## src/rtl/fuser_fold_scheduler_pkg.sv

```systemverilog
`default_nettype none
// ============================================================================
//  Module      : fuser_sched_pkg
//  Description : Shared types and helpers for the folded-fuser scheduler.
//                Provides the scheduler state encoding and the helper that
//                sizes the per-modality fold counters.
//  Revision    : 1.0 - initial release
// ============================================================================
package fuser_sched_pkg;

    typedef enum logic [1:0] {
        COLLECT = 2'd0,
        DRAIN   = 2'd1,
        EMIT    = 2'd2
    } sched_state_t;

    // Width needed to hold the value n itself (0..n inclusive).
    function automatic int clog2p1(input int n);
        return $clog2(n + 1);
    endfunction

endpackage
`default_nettype wire

```

## src/rtl/fuser_fold_scheduler_if.sv

```systemverilog
`default_nettype none
// ============================================================================
//  Module      : fuser_fold_scheduler_if
//  Description : Bundles the encoder-side request streams, the fuser-side
//                fold stream, and the fused-output handshake of the scheduler.
//                master : environment (encoders, fuser, downstream consumer)
//                slave  : the scheduler itself
//  Signals     : mod_valid/mod_ready/mod_hv   encoder fold beats
//                fuse_valid/fuse_ready/fuse_hv/fuse_fold/fuse_done  to fuser
//                out_ready                    downstream ready
//                busy                         sample in progress
//  Revision    : 1.0 - initial release
// ============================================================================
interface fuser_fold_scheduler_if #(
    parameter int NUM_MODALITY    = 3,
    parameter int NUM_FOLDS_WIDTH = 4,
    parameter int FOLD_WIDTH      = 200
);
    logic [NUM_MODALITY-1:0]            mod_valid;
    logic [NUM_MODALITY-1:0]            mod_ready;
    logic [NUM_MODALITY*FOLD_WIDTH-1:0] mod_hv;
    logic                               fuse_valid;
    logic                               fuse_ready;
    logic [FOLD_WIDTH-1:0]              fuse_hv;
    logic [NUM_FOLDS_WIDTH-1:0]         fuse_fold;
    logic                               fuse_done;
    logic                               out_ready;
    logic                               busy;

    modport master (
        output mod_valid, mod_hv, fuse_ready, out_ready,
        input  mod_ready, fuse_valid, fuse_hv, fuse_fold, fuse_done, busy
    );

    modport slave (
        input  mod_valid, mod_hv, fuse_ready, out_ready,
        output mod_ready, fuse_valid, fuse_hv, fuse_fold, fuse_done, busy
    );
endinterface
`default_nettype wire

```

## src/rtl/fuser_fold_scheduler_rr_arbiter.sv

```systemverilog
`default_nettype none
// ============================================================================
//  Module      : rr_arbiter
//  Description : Picks one requester per cycle. Returns a one-hot grant, the
//                binary index of the winner and a grant-present flag.
//                With FUSER_SCHED_RR_EN defined the search starts at a
//                rotating pointer that moves past each winner; otherwise the
//                lowest requesting index wins.
//  Ports       : clk, rst   clock / synchronous active-high reset
//                req        request vector
//                gnt        one-hot grant
//                idx        index of granted requester
//                gnt_any    a grant was issued
//  Config      : FUSER_SCHED_RR_EN - round-robin priority
//  Revision    : 1.0 - initial release
// ============================================================================
module rr_arbiter #(
    parameter int N     = 3,
    parameter int IDX_W = 2
) (
    input  wire logic             clk,
    input  wire logic             rst,
    input  wire logic [N-1:0]     req,
    output logic      [N-1:0]     gnt,
    output logic      [IDX_W-1:0] idx,
    output logic                  gnt_any
);

    logic             w_found;
    logic [IDX_W-1:0] w_pos;

`ifdef FUSER_SCHED_RR_EN
    localparam logic [IDX_W:0]   c_N_EXT = (IDX_W+1)'(N);
    localparam logic [IDX_W-1:0] c_LAST  = IDX_W'(N - 1);

    logic [IDX_W-1:0] r_ptr;
    logic [IDX_W:0]   w_sum;

    always_ff @(posedge clk) begin
        if (rst) begin
            r_ptr <= '0;
        end else if (gnt_any) begin
            r_ptr <= (idx == c_LAST) ? '0 : idx + IDX_W'(1);
        end
    end
`else
    logic w_unused_clk_rst;
    assign w_unused_clk_rst = clk ^ rst;
`endif

    always_comb begin
        gnt     = '0;
        idx     = '0;
        w_found = 1'b0;
        w_pos   = '0;
`ifdef FUSER_SCHED_RR_EN
        w_sum   = '0;
`endif
        for (int k = 0; k < N; k++) begin
`ifdef FUSER_SCHED_RR_EN
            // Walk requesters starting from the pointer, wrapping at N.
            w_sum = {1'b0, r_ptr} + (IDX_W+1)'(k);
            if (w_sum >= c_N_EXT) begin
                w_sum = w_sum - c_N_EXT;
            end
            w_pos = w_sum[IDX_W-1:0];
`else
            w_pos = IDX_W'(k);
`endif
            if (!w_found && req[w_pos]) begin
                w_found    = 1'b1;
                gnt[w_pos] = 1'b1;
                idx        = w_pos;
            end
        end
    end

    assign gnt_any = w_found;

endmodule
`default_nettype wire

```

## src/rtl/fuser_fold_scheduler.sv

```systemverilog
`default_nettype none
// ============================================================================
//  Module      : fuser_fold_scheduler
//  Description : Streams per-modality folded hypervectors into the folded
//                majority fuser, one fold beat per cycle, tagging each beat
//                with the fold index of its modality. After every modality
//                has delivered all folds and the last beat has left the
//                output register, fuse_done is pulsed for exactly one
//                consumer-ready cycle to close the sample.
//  Ports       : clk, rst   clock / synchronous active-high reset
//                bus        fuser_fold_scheduler_if.slave (encoder streams,
//                           fuser stream, done/out_ready, busy)
//  Config      : FUSER_SCHED_RR_EN - round-robin arbitration between
//                modalities (default: fixed priority, lowest index wins)
//  Revision    : 1.0 - initial release
// ============================================================================
module fuser_fold_scheduler
    import fuser_sched_pkg::*;
#(
    parameter int NUM_MODALITY    = 3,
    parameter int NUM_FOLDS       = 10,
    parameter int NUM_FOLDS_WIDTH = 4,
    parameter int FOLD_WIDTH      = 200
) (
    input wire logic clk,
    input wire logic rst,
    fuser_fold_scheduler_if.slave bus
);

    localparam int c_CNT_W = clog2p1(NUM_FOLDS);
    localparam int c_IDX_W = (NUM_MODALITY > 1) ? $clog2(NUM_MODALITY) : 1;

    localparam logic [c_CNT_W-1:0] c_FOLDS     = c_CNT_W'(NUM_FOLDS);
    localparam logic [c_CNT_W:0]   c_FOLDS_EXT = (c_CNT_W+1)'(NUM_FOLDS);

    localparam logic [1:0] c_COLLECT = COLLECT;
    localparam logic [1:0] c_DRAIN   = DRAIN;
    localparam logic [1:0] c_EMIT    = EMIT;

    logic [1:0]                 r_state;
    logic [c_CNT_W-1:0]         r_fcnt [NUM_MODALITY];
    logic                       r_fuse_valid;
    logic [FOLD_WIDTH-1:0]      r_fuse_hv;
    logic [NUM_FOLDS_WIDTH-1:0] r_fuse_fold;

    logic [FOLD_WIDTH-1:0]      w_hv [NUM_MODALITY];
    logic [NUM_MODALITY-1:0]    w_elig;
    logic [NUM_MODALITY-1:0]    w_req;
    logic [NUM_MODALITY-1:0]    w_gnt;
    logic [c_IDX_W-1:0]         w_idx;
    logic                       w_any;
    logic                       w_free;
    logic                       w_all_full;
    logic                       w_any_cnt;
    logic                       w_emit_fire;

    // Eligibility is gated by rst so no beat is acknowledged while the
    // sample is being aborted.
    for (genvar m = 0; m < NUM_MODALITY; m++) begin : g_mod
        assign w_hv[m]   = bus.mod_hv[m*FOLD_WIDTH +: FOLD_WIDTH];
        assign w_elig[m] = !rst && (r_state == c_COLLECT) && bus.mod_valid[m]
                           && (r_fcnt[m] < c_FOLDS);
    end

    assign w_free = !r_fuse_valid || bus.fuse_ready;
    assign w_req  = w_elig & {NUM_MODALITY{w_free}};

    rr_arbiter #(
        .N     (NUM_MODALITY),
        .IDX_W (c_IDX_W)
    ) u_arb (
        .clk     (clk),
        .rst     (rst),
        .req     (w_req),
        .gnt     (w_gnt),
        .idx     (w_idx),
        .gnt_any (w_any)
    );

    // w_all_full looks one beat ahead so the FSM leaves COLLECT in the same
    // cycle the final fold is granted.
    always_comb begin
        w_all_full = 1'b1;
        w_any_cnt  = 1'b0;
        for (int m = 0; m < NUM_MODALITY; m++) begin
            if (({1'b0, r_fcnt[m]} + {{c_CNT_W{1'b0}}, w_gnt[m]}) != c_FOLDS_EXT) begin
                w_all_full = 1'b0;
            end
            if (r_fcnt[m] != '0) begin
                w_any_cnt = 1'b1;
            end
        end
    end

    // Done is only asserted while the consumer is ready, so it can never
    // stay high across cycles and wipe the fuser's accumulator.
    assign w_emit_fire = !rst && (r_state == c_EMIT) && bus.out_ready;

    always_ff @(posedge clk) begin
        if (rst) begin
            for (int m = 0; m < NUM_MODALITY; m++) begin
                r_fcnt[m] <= '0;
            end
        end else if (w_emit_fire) begin
            for (int m = 0; m < NUM_MODALITY; m++) begin
                r_fcnt[m] <= '0;
            end
        end else if (w_any) begin
            r_fcnt[w_idx] <= r_fcnt[w_idx] + c_CNT_W'(1);
        end
    end

    // Output register: loads on grant, empties when free without a grant,
    // holds every field while stalled by the fuser.
    always_ff @(posedge clk) begin
        if (rst) begin
            r_fuse_valid <= 1'b0;
            r_fuse_hv    <= '0;
            r_fuse_fold  <= '0;
        end else if (w_free) begin
            r_fuse_valid <= w_any;
            if (w_any) begin
                r_fuse_hv   <= w_hv[w_idx];
                r_fuse_fold <= NUM_FOLDS_WIDTH'(r_fcnt[w_idx]);
            end
        end
    end

    always_ff @(posedge clk) begin
        if (rst) begin
            r_state <= c_COLLECT;
        end else begin
            case (r_state)
                c_COLLECT: if (w_all_full)                          r_state <= c_DRAIN;
                c_DRAIN:   if (!r_fuse_valid || bus.fuse_ready)     r_state <= c_EMIT;
                c_EMIT:    if (bus.out_ready)                       r_state <= c_COLLECT;
                default:                                            r_state <= c_COLLECT;
            endcase
        end
    end

    assign bus.mod_ready  = w_gnt;
    assign bus.fuse_valid = r_fuse_valid;
    assign bus.fuse_hv    = r_fuse_hv;
    assign bus.fuse_fold  = r_fuse_fold;
    assign bus.fuse_done  = w_emit_fire;
    assign bus.busy       = w_any_cnt || (r_state != c_COLLECT);

endmodule
`default_nettype wire

```

## src/flat_wrapper.sv

```systemverilog
// flat-port wrapper written by rule: the top's interface ports become plain ports
module fuser_fold_scheduler_flat import fuser_sched_pkg::*;
#(
    parameter int NUM_MODALITY    = 3,
    parameter int NUM_FOLDS       = 10,
    parameter int NUM_FOLDS_WIDTH = 4,
    parameter int FOLD_WIDTH      = 200
)
  (clk, rst, bus_mod_valid, bus_mod_hv, bus_fuse_ready, bus_out_ready, bus_mod_ready, bus_fuse_valid, bus_fuse_hv, bus_fuse_fold, bus_fuse_done, bus_busy);
  fuser_fold_scheduler_if #(.NUM_MODALITY(NUM_MODALITY), .NUM_FOLDS_WIDTH(NUM_FOLDS_WIDTH), .FOLD_WIDTH(FOLD_WIDTH)) bus_i ();
  input wire logic clk;
  input wire logic rst;
  input wire logic [$bits(bus_i.mod_valid)-1:0] bus_mod_valid;
  input wire logic [$bits(bus_i.mod_hv)-1:0] bus_mod_hv;
  input wire logic [$bits(bus_i.fuse_ready)-1:0] bus_fuse_ready;
  input wire logic [$bits(bus_i.out_ready)-1:0] bus_out_ready;
  output wire logic [$bits(bus_i.mod_ready)-1:0] bus_mod_ready;
  output wire logic [$bits(bus_i.fuse_valid)-1:0] bus_fuse_valid;
  output wire logic [$bits(bus_i.fuse_hv)-1:0] bus_fuse_hv;
  output wire logic [$bits(bus_i.fuse_fold)-1:0] bus_fuse_fold;
  output wire logic [$bits(bus_i.fuse_done)-1:0] bus_fuse_done;
  output wire logic [$bits(bus_i.busy)-1:0] bus_busy;
  assign bus_i.mod_valid = bus_mod_valid;
  assign bus_i.mod_hv = bus_mod_hv;
  assign bus_i.fuse_ready = bus_fuse_ready;
  assign bus_i.out_ready = bus_out_ready;
  assign bus_mod_ready = bus_i.mod_ready;
  assign bus_fuse_valid = bus_i.fuse_valid;
  assign bus_fuse_hv = bus_i.fuse_hv;
  assign bus_fuse_fold = bus_i.fuse_fold;
  assign bus_fuse_done = bus_i.fuse_done;
  assign bus_busy = bus_i.busy;
  fuser_fold_scheduler #(.NUM_MODALITY(NUM_MODALITY), .NUM_FOLDS(NUM_FOLDS), .NUM_FOLDS_WIDTH(NUM_FOLDS_WIDTH), .FOLD_WIDTH(FOLD_WIDTH)) u_core (.clk(clk), .rst(rst), .bus(bus_i));
endmodule
```

## config.mk

```make
export PLATFORM = sky130hd
export DESIGN_NAME = fuser_fold_scheduler_flat
export DESIGN_NICKNAME = d
export VERILOG_FILES = /design/src/rtl/fuser_fold_scheduler_pkg.sv /design/src/rtl/fuser_fold_scheduler_if.sv /design/src/rtl/fuser_fold_scheduler_rr_arbiter.sv /design/src/rtl/fuser_fold_scheduler.sv /design/src/flat_wrapper.sv
export SDC_FILE = /design/constraint.sdc
export NUM_CORES = 1
export LEC_CHECK = 0
export BUFFER_PORTS_ARGS = -buffer_cell sky130_fd_sc_hd__buf_2
export CAP_MARGIN = 10
export CELL_PAD_IN_SITES_DETAIL_PLACEMENT = 0
export CELL_PAD_IN_SITES_GLOBAL_PLACEMENT = 1
export CORE_AREA = 4 4 316 318
export CTS_CLUSTER_SIZE = 10
export DETAILED_ROUTE_END_ITERATION = 12
export DIE_AREA = 0 0 320 322
export GPL_TIMING_DRIVEN = 1
export PLACE_DENSITY_LB_ADDON = 0.1
export SETUP_SLACK_MARGIN = 0.1
export SYNTH_ARGS = -nofsm -noshare
export SYNTH_HDL_FRONTEND = slang
export SYNTH_HIERARCHICAL = 1
export SYNTH_SLANG_ARGS = --single-unit
```

## constraint.sdc

```tcl
create_clock -name clk -period 6.3 [get_ports clk]
set_input_delay 1.26 -clock clk [delete_from_list [all_inputs] [get_ports clk]]
set_output_delay 1.26 -clock clk [all_outputs]
set_load 0.1 [all_outputs]
```

==> impl_summary.txt <==
----------------------------------------------------
[Synth]
  Number of instances in the synthesized netlist ... around 1.5k
  Number of distinct standard cells referenced by the synthesized netlist ... 36
  Count of flip-flops with a built-in enable after synthesis ... 16
  Proportion of netlist area held by the largest area contributor ... 0.3468
  Leading cell types by count after synthesis ... 421 x sky130_fd_sc_hd__nor2_1, 207 x sky130_fd_sc_hd__dfxtp_1, 200 x sky130_fd_sc_hd__a211oi_1, 200 x sky130_fd_sc_hd__mux2i_1, 200 x sky130_fd_sc_hd__nor3_1
  Sequential share of the synthesized area ... 0.3871
  Most area-consuming cells after synthesis ... sky130_fd_sc_hd__dfxtp_1 35%, sky130_fd_sc_hd__mux2i_1 17%, sky130_fd_sc_hd__nor2_1 13%, sky130_fd_sc_hd__a211oi_1 13%, sky130_fd_sc_hd__nor3_1 8.4%
  Ys flop type ... sky130_fd_sc_hd__dfxtp_1
  Ys async rst share ... 0
  Cell type contributing the most total cell area after synthesis ... sky130_fd_sc_hd__dfxtp_1
  Number of synthesized register bits ... 223
  Post-synthesis area per instance ... 8.200 um^2
  Yosys warning total ... 6
  Netlist Area Pre-Place ... 0.01195 mm^2
  Cell with the most instances after synthesis ... sky130_fd_sc_hd__nor2_1
  Nets in the synthesized netlist ... just over 2k

[Route]
  Detailed Route Iter0 Violations ... 494
  Via-per-instance ratio ... approximately 3.9
  Vias after detailed routing ... 13.78k
  Total routed wirelength ... 74160 um
  Routed length per instance ... 21.14 um
  Detailed Routing Iterations Pass 1 ... 4
  Count of antenna-violating nets left after detailed routing ... 0
  DRC ... 0

[Global route]
  Remaining global-route overflow ... 0
  Number of global-route vias before repair ... around 14k
  Antenna violations before repair ... 47
  Pin count of the biggest net entering global routing ... between 100 and 150
  Wire length of the first global-routing pass ... 103500 um
  Tot GR Track Use ... 0.1358

[Clocking]
  TritonCTS clock tree ... done
  Max Root-Sink Buffers ... 3
  Number of post-CTS setup repair buffers ... 0
  Root buffer cell ... sky130_fd_sc_hd__clkbuf_16
  Num Clock Sinks ... between 200 and 250
  Number of buffers added by the clock tree synthesis step ... 37
  Clock transition at the registers of the reported paths ... 0.06 ns
  H-tree lvl count ... 2
  Number of instances resized during post-cts repair ... 0
  Clock latency of the later-clocked register in the worst-skew pair ... 0.55 ns
  Count of hold buffers inserted by post-cts repair ... 0

[Worst setup path]
  Standard cell with the maximum stage delay on the critical path ... sky130_fd_sc_hd__buf_2
  Series of cell instances along the critical path ... clkbuf_8 > nor4_1 > and3_1 > and2b_4 > buf_2
  Category of the worst setup path launch point ... primary input
  Data required time at the worst endpoint ... 5.04 ns
  Crit path capture type ... primary output
  Worst Path Class, Setup ... primary input to primary output
  Worst Path Arrival ... between 3 and 4 ns
  Critical-path maximum fanout ... 84
  Biggest cell delay along the critical path ... between 0.4 and 0.5 ns

[Power and ir drop]
  Power Dens Cells ... about 340 mW/mm^2
  Worst supply voltage drop on vdd ... 0.1351 mV
  Leakage component of the power ... ~0.0081 uW

[Worst hold path]
  Path category of the worst min-delay check ... flop to flop

[Die]
  Area of the core region ... about 0.097 mm^2
  Top Ports ... between 800 and 900
  Die Area ... just over 0.1 mm^2
  Floorplan die width ... 320 um
  Initial cell density of the core ... 0.1237
  Floorplan die height ... between 300 and 400 um
  Row count ... approximately 110

[STA]
  Setup repair after global routing missed its margin ... false
  Final-layout worst hold slack ... approximately 0.45 ns
  Final cycle utilization of the critical path ... 0.6918
  Fmax ... around 230 MHz
  Slew HR ... 0.1886
  Crit path time final ... 4.358 ns
  Worst setup skew after layout ... 0.01952 ns
  Actual slew at the worst max-slew pin ... 1.217 ns
  Hold Vio Cnt, Final ... 0
  Final setup violating endpoints ... 0
  Summed negative setup slack over all endpoints ... 0 ns
  Final slew viol count ... 0

[Flow run]
  Number of violations of the max-capacitance limit ... 0

[Cells and area]
  Share of cells above drive strength 1 ... 0.4067
  Area Growth Syn to Fin ... 55.16%
  Final Net Count ... between 2k and 3k

[Place]
  Placer's final routability congestion estimate ... between 0.7 and 0.8
  Number of port buffers ... 816
  Detailed placer's ending HPWL ... 56210 um

[Run status]
  Result of the run ... finished clean

----------------------------------------------------
through the flow:
stage / setup WS (ns) / cells / power, uW / utilization / cell area (um^2)
finish: 1.942 / 3508 / 6317 / 0.1920 / 18540
global route: 1.715 / 3501 / 6654 / 0.1918 / 18520
CTS: 1.854 / 3494 / 6485 / 0.1916 / 18500
detailed placement: 1.732 / 3428 / 4299 / 0.1789 / 17280
global placement: 1.786 / 3428 / 4299 / 0.1789 / 17280
floorplan: 0.2557 / 1457 / 3604 / - / 11950
cell families after synthesis:
group,after synthesis,synth area share
and+or+nand+nor,666,0.2387
DFF,223,0.3871
xor gates and xnor gates,2,0.002095
adders and majority gates,7,0.007330
AOI/OAI and AO/OA,212,0.1313
buffers and inverters,143,0.05843
muxes,204,0.1751
flip-flops by register name, indices dropped and copies added (netlist names):
register / cells
u_core/bus.fuse_valid: 1
u_core/r_state: 2
u_core/r_fcnt: 16
u_core/bus.fuse_hv: 200
u_core/bus.fuse_fold: 4
path summary, 6_finish.rpt:
kind / startpoint / to / slack [ns] / cells after the start
max: rst / bus_mod_ready[1] / 1.94 / 5
min: u_core/bus.fuse_fold[1] / u_core/bus.fuse_fold[1] / 0.45 / 2
max reg2reg: u_core/bus.fuse_valid / u_core/bus.fuse_hv[91] / 3.18 / 10
min reg2reg: u_core/bus.fuse_fold[1] / u_core/bus.fuse_fold[1] / 0.45 / 2
area by class of cell:
class                           count  area, um^2
Multi-Input combinational cell   1091        6649
Fill cell                       11095       78030
Clock buffer                       56        1120
Inverter                            4       15.01
Antenna cell                       14       35.03
Clock inverter                     10       107.6
Tap cell                         1276        1597
Timing Repair Buffer              834        4390
Sequential cell                   223        4624
layer usage:
metal / up-vias / routed length, um / global-route usage
li1: 6687 / - / -
met1: 6332 / 27250 / 0.1433
met2: 589 / 37310 / 0.2457
met3: 126 / 7915 / 0.06359
met4: 44 / 1409 / 0.03038
met5: - / 284 / 0
worst max-delay path, delay by kind of cell:
family,cells,cell delay [ns]
buffers and inverters,2,0.78
and+or+nand+nor,3,1.02
power by group:
group | internal [uW] | leakage (uW) | switching, uW | total, uW
Sequential | 1610 | 0.00188 | 97.5 | 1710
Clock | 1300 | 0.000609 | 792 | 2100
Combinational | 544 | 0.00559 | 1970 | 2510
Total | 3460 | 0.00807 | 2860 | 6320
placed cells by master, fill, tap and decap left out, types with 2 or more instances in the layout:
cell / Yosys / final
sky130_fd_sc_hd__buf_2: 51 / 815
sky130_fd_sc_hd__nor2_1: 421 / 421
sky130_fd_sc_hd__dfxtp_1: 207 / 207
sky130_fd_sc_hd__mux2i_1: 200 / 200
sky130_fd_sc_hd__a211oi_1: 200 / 200
sky130_fd_sc_hd__nor3_1: 200 / 200
sky130_fd_sc_hd__clkbuf_16: 0 / 39
sky130_fd_sc_hd__edfxtp_1: 16 / 16
sky130_fd_sc_hd__diode_2: 0 / 14
sky130_fd_sc_hd__nand2_1: 15 / 14
sky130_fd_sc_hd__buf_12: 0 / 13
sky130_fd_sc_hd__clkbuf_1: 52 / 9
sky130_fd_sc_hd__clkbuf_8: 0 / 9
sky130_fd_sc_hd__ha_1: 7 / 7
sky130_fd_sc_hd__clkinv_2: 0 / 6
sky130_fd_sc_hd__a21oi_1: 6 / 6
sky130_fd_sc_hd__buf_4: 22 / 5
sky130_fd_sc_hd__mux4_2: 4 / 4
sky130_fd_sc_hd__inv_1: 4 / 4
sky130_fd_sc_hd__nor2b_1: 5 / 4
sky130_fd_sc_hd__nor4_1: 4 / 4
sky130_fd_sc_hd__a22oi_1: 3 / 3
sky130_fd_sc_hd__o21ai_0: 3 / 3
sky130_fd_sc_hd__and3_1: 3 / 3
sky130_fd_sc_hd__and4b_1: 3 / 3
sky130_fd_sc_hd__bufinv_16: 0 / 2
sky130_fd_sc_hd__or3_1: 2 / 2
sky130_fd_sc_hd__nand4_1: 2 / 2
(Power assumes the default switching activity.)
